$ cat src/rtl/mul_seq_pkg.sv
// Shared types and constants for the sequential 32x32 multiplier controller.
package mul_seq_pkg;

    localparam int MUL_A_W    = 32;
    localparam int MUL_B_W    = 32;
    localparam int SLICE_W    = 8;
    localparam int NUM_SLICES = MUL_B_W / SLICE_W;
    localparam int PROD_W     = MUL_A_W + MUL_B_W;
    localparam int CNT_W      = $clog2(NUM_SLICES);

    typedef enum logic [1:0] {
        IDLE = 2'd0,
        RUN  = 2'd1,
        DONE = 2'd2
    } mul_state_e;

endpackage

$ cat src/rtl/mul32x8_pp.sv
// Combinational A_W x SLICE_W unsigned partial-product array.
module mul32x8_pp #(
    parameter int A_W     = 32,
    parameter int SLICE_W = 8
) (
    input  logic [A_W-1:0]         a,
    input  logic [SLICE_W-1:0]     b,
    output logic [A_W+SLICE_W-1:0] p
);

    localparam int P_W = A_W + SLICE_W;

    assign p = P_W'(a) * P_W'(b);

endmodule

$ cat src/rtl/mul32_seq_ctrl.sv
// Sequencer building a 32x32 unsigned product from four 32x8 partial products.
// Optional MUL32_SEQ_EARLY_TERM_EN: finish as soon as the remaining B slices are zero.
module mul32_seq_ctrl
    import mul_seq_pkg::*;
#(
    parameter int A_W = MUL_A_W,
    parameter int B_W = MUL_B_W
) (
    input  logic               clk,
    input  logic               rst_n,
    input  logic               in_valid,
    output logic               in_ready,
    input  logic [A_W-1:0]     in_a,
    input  logic [B_W-1:0]     in_b,
    output logic               out_valid,
    input  logic               out_ready,
    output logic [A_W+B_W-1:0] out_p,
    output logic               busy
);

    localparam int NSL = B_W / SLICE_W;
    localparam int PW  = A_W + B_W;
    localparam int CW  = (NSL > 1) ? $clog2(NSL) : 1;

    mul_state_e          state_q, state_d;
    logic [CW-1:0]       cnt_q, cnt_d;
    logic [A_W-1:0]      a_q, a_d;
    logic [B_W-1:0]      b_q, b_d;
    logic [PW-1:0]       acc_q, acc_d;
    logic [PW-1:0]       out_p_q, out_p_d;
    logic                out_valid_q, out_valid_d;
    logic                busy_q, busy_d;

    logic [SLICE_W-1:0]     b_slice;
    logic [A_W+SLICE_W-1:0] pp;
    logic [PW-1:0]          acc_sum;
    logic                   last_slice;

    // Partial-product array sees only captured operands, never the live inputs.
    assign b_slice = b_q[int'(cnt_q)*SLICE_W +: SLICE_W];

    mul32x8_pp #(
        .A_W     (A_W),
        .SLICE_W (SLICE_W)
    ) u_pp (
        .a (a_q),
        .b (b_slice),
        .p (pp)
    );

    assign acc_sum = acc_q + (PW'(pp) << (SLICE_W * int'(cnt_q)));

`ifdef MUL32_SEQ_EARLY_TERM_EN
    assign last_slice = (cnt_q == CW'(NSL - 1)) ||
                        ((b_q >> (SLICE_W * (int'(cnt_q) + 1))) == '0);
`else
    assign last_slice = (cnt_q == CW'(NSL - 1));
`endif

    always_comb begin
        state_d     = state_q;
        cnt_d       = cnt_q;
        a_d         = a_q;
        b_d         = b_q;
        acc_d       = acc_q;
        out_p_d     = out_p_q;
        out_valid_d = out_valid_q;
        busy_d      = busy_q;
        case (state_q)
            IDLE: begin
                if (in_valid) begin
                    a_d     = in_a;
                    b_d     = in_b;
                    acc_d   = '0;
                    cnt_d   = '0;
                    busy_d  = 1'b1;
                    state_d = RUN;
                end
            end
            RUN: begin
                acc_d = acc_sum;
                cnt_d = cnt_q + CW'(1);
                if (last_slice) begin
                    out_p_d     = acc_sum;
                    out_valid_d = 1'b1;
                    state_d     = DONE;
                end
            end
            DONE: begin
                if (out_ready) begin
                    out_valid_d = 1'b0;
                    busy_d      = 1'b0;
                    state_d     = IDLE;
                end
            end
            default: begin
                out_valid_d = 1'b0;
                busy_d      = 1'b0;
                state_d     = IDLE;
            end
        endcase
    end

    always_ff @(posedge clk or negedge rst_n) begin
        if (!rst_n) begin
            state_q     <= IDLE;
            cnt_q       <= '0;
            a_q         <= '0;
            b_q         <= '0;
            acc_q       <= '0;
            out_p_q     <= '0;
            out_valid_q <= 1'b0;
            busy_q      <= 1'b0;
        end else begin
            state_q     <= state_d;
            cnt_q       <= cnt_d;
            a_q         <= a_d;
            b_q         <= b_d;
            acc_q       <= acc_d;
            out_p_q     <= out_p_d;
            out_valid_q <= out_valid_d;
            busy_q      <= busy_d;
        end
    end

    assign in_ready  = (state_q == IDLE);
    assign out_valid = out_valid_q;
    assign out_p     = out_p_q;
    assign busy      = busy_q;

endmodule

$ cat config.mk
export PLATFORM = sky130hd
export DESIGN_NAME = mul32_seq_ctrl
export DESIGN_NICKNAME = d
export VERILOG_FILES = /design/src/rtl/mul_seq_pkg.sv /design/src/rtl/mul32x8_pp.sv /design/src/rtl/mul32_seq_ctrl.sv
export SDC_FILE = /design/constraint.sdc
export NUM_CORES = 1
export LEC_CHECK = 0
export ABC_AREA = 1
export CORE_UTILIZATION = 35
export DETAILED_ROUTE_END_ITERATION = 10
export HOLD_SLACK_MARGIN = 0.12
export SETUP_SLACK_MARGIN = 0.4
export SLEW_MARGIN = 20
export SYNTH_ARGS = -nofsm -noshare
export SYNTH_HDL_FRONTEND = slang
export SYNTH_SLANG_ARGS = --single-unit
$ cat constraint.sdc
create_clock -name clk -period 9.6 [get_ports clk]
set_clock_uncertainty 0.2 [all_clocks]
set_input_delay 1.92 -clock clk [delete_from_list [all_inputs] [get_ports clk]]
set_output_delay 1.92 -clock clk [all_outputs]
set_load 0.01 [all_outputs]
==> impl_metrics.py <==
metrics = {
    "outcome": {
        "status": "complete, but fails checks",
        "violations": "DRC",
    },
    "global_routing": {
        "grt_start_max_net_pins": 135,
        "grt_usage_pct": 24.3,
        "grt_overflow": 0,
        "grt_first_pass_wirelength_mm": 114,
        "grt_pass1_vias": 19800,
        "antenna_found_initial": 0,
    },
    "detailed_routing": {
        "via_per_inst": 5.17,
        "drc_errors": 6,
        "drt_iter0_markers": 1572,
        "wl_per_cell_um": 18.5,
        "ant_nets": 0,
        "wl_mm": 70.9,
        "drt_pass1_iterations": 9,
        "vias": 19800,
    },
    "timing": {
        "fin_tns_setup_ps": 0,
        "hold_viol": 0,
        "finalMaxSlewViolations": 0,
        "rsz0062_at_grt": "false",
        "setup_viol": 0,
        "relSlewSlack_pct": 30.0,
        "max_slew.worst_pin.slew_ps": 1040,
        "fin_crit_sh_pct": 89.0,
        "period_needed_ps": 8540,
        "fmax_mhz": 117,
    },
    "cts": {
        "post-cts-setup-buffer-count": 0,
        "clk_pin_slew_ps": 70,
        "htree_levels": 4,
        "cts_root_buf": "clkbuf_16",
        "cts_buffers": 17,
        "cts_num_sinks": 198,
        "cts_max_path_buffers": 2,
        "hold_buffers": 0,
        "cts_resized": 0,
        "cts_tree": "yes",
        "worstSkewPairLatency_ps": 510,
    },
    "finish": {
        "final_layout_size_suffix_gt1_share_pct": 4.47,
        "area.growth.synth_to_final_pct": 13.1,
        "n_antenna_cell": 0,
        "nets": 3422,
        "n_fill_cell": 6350,
        "final_cells": 3835,
        "layout_common_cells": "nand2_1, nor2_1, inv_1",
        "mostFrequentLayoutCell": "nand2_1",
    },
    "synth": {
        "synth_xor_area_share_pct": 2.28,
        "ys_seq_elements": 198,
        "synth_simple_gate_area_share_pct": 28.7,
        "synthFlopType": "dfrtp_1",
        "syn_nets": 3335,
        "ys_async_sr_fraction_pct": 100,
        "yosys.area.top_type": "dfrtp_1",
        "synth_mux_area_share_pct": 0,
        "seq_area_frac_synth_pct": 23.5,
        "synth_compound_gate_area_share_pct": 11.7,
        "yosys.area.top_type_share_pct": 23.5,
        "ys_types": 54,
        "synth_edf_count": 0,
        "yosys_warnings": 0,
        "synthAdderAreaFrac_pct": 24.6,
        "syn_area_mm2": 0.0211,
        "syn_area_per_cell_um2": 7.11,
        "synth_cells": 2962,
        "synth_area_leaders": "dfrtp_1, fa_1, nand2_1",
        "synth_top_family_by_area": "simple AND/OR/NAND/NOR gates",
    },
    "floorplanning": {
        "core_area_mm2": 0.0592,
        "io_pins": 135,
        "start_util_pct": 35.5,
        "rows": 89,
        "die_area_mm2": 0.0611,
        "die_x_um": 247,
        "die_h_um": 247,
    },
    "worst_setup_path": {
        "crit_required_ps": 9800,
        "cpMostUsedCell": "nand2_1",
        "start_kind": "flop",
        "crit_path_end_kind": "flop",
        "crit_arrival_ps": 8740,
        "critPathKind": "reg2reg",
        "critPathSlowestCell": "fa_1",
        "path_max_fanout": 44,
        "crit_path_max_incr_delay_ps": 550,
    },
    "place": {
        "io_buffers": 134,
        "gp_congestion": 1.01,
        "dp.final_hpwl_mm": 57.0,
        "dp.cells": 3803,
    },
    "job": {
        "cap_viol_max_count": 0,
    },
    "worst_hold_path": {
        "hp-class": "reg2reg",
    },
}
-- final cells by class --
cell class | instances | area, µm² | share of cell area, %
inverter | 416 | 1560 | 6.56
clock inverter | 11 | 134 | 0.562
clock buffer | 21 | 480 | 2.02
timing repair buffer | 155 | 1530 | 6.42
tap | 773 | 967 | 4.06
multi-input combinational | 2261 | 14200 | 59.6
sequential | 198 | 4960 | 20.8
-- cell usage after synthesis (3+ instances only) --
library cell and number:
nand2_2 12, nand2_1 779, fa_1 181, a31oi_1 24, a21oi_1 110, nand3_2 8
clkbuf_1 53, buf_1 12, o211ai_1 5, o21bai_1 11, or2_2 4, o21ai_1 15
a21boi_0 5, ha_1 124, nand4_1 14, inv_2 12, a21oi_2 9, nor2_2 10
a21o_1 15, nor3_1 13, o21ai_0 198, xor2_1 22, nand3_1 188, o21ai_2 11
inv_1 391, clkinv_1 13, o2111ai_1 3, xnor2_1 31, nor4_1 5, nor2_1 416
dfrtp_1 198, a211oi_1 3, buf_2 18, nand3b_1 15, or2_1 3, o21a_1 7
-- per-layer routing --
layer | track usage (%) | vias to the layer above | share of wire (%)
met5 | 0 | - | 0
met4 | 8.12 | 0 | 3.1
met3 | 3.69 | 116 | 5.7
met2 | 39.0 | 617 | 46
met1 | 33.4 | 9563 | 45
li1 | - | 9527 | -
-- path summary, 6_finish.rpt --
check	startpoint	cells after the start	slack [ps]	end
worst max-delay path	cnt_q[0]	34	1060	acc_q[58]
worst min register to register	out_p[45]	2	280	out_p[45]
max in group asynchronous	rst_n	2	6790	acc_q[34]
worst max register to register	cnt_q[0]	34	1060	acc_q[58]
worst min-delay path	out_p[45]	2	280	out_p[45]
min in group asynchronous	rst_n	1	1200	a_q[13]
-- sequential cells by signal (all words and copies together), names as in the netlist --
signal     flops
state_q        2
out_valid      1
acc_q         64
b_q           32
a_q           32
out_p         64
cnt_q          2
busy           1
-- cells by family after synthesis --
family | Yosys count
compound gates | 429
xor+xnor | 54
fa+ha+maj | 305
buf+inv | 503
flops | 198
simple gates | 1473
-- critical path, delay by kind of cell (launching register included) --
kind | cells | cell delay (ps)
compound gates | 8 | 1930
flops | 1 | 520
buf+inv | 5 | 910
fa+ha+maj | 6 | 2820
simple gates | 14 | 1640
xor+xnor | 1 | 390
-- metrics by stage --
stage                     utilization, %  area (µm²)  setup slack (ps)  hold WS (ps)
after floorplan                        -       21100              2710           249
after global placement              39.1       23200              1290           265
after detailed placement            39.1       23200              1280           265
after CTS                           40.2       23800              1250           284
after global routing                40.2       23800               534           301
final                               40.2       23800              1060           280
Power is not shown: default switching activity piles up to over one toggle a cycle in this logic, so the estimate is an artifact.
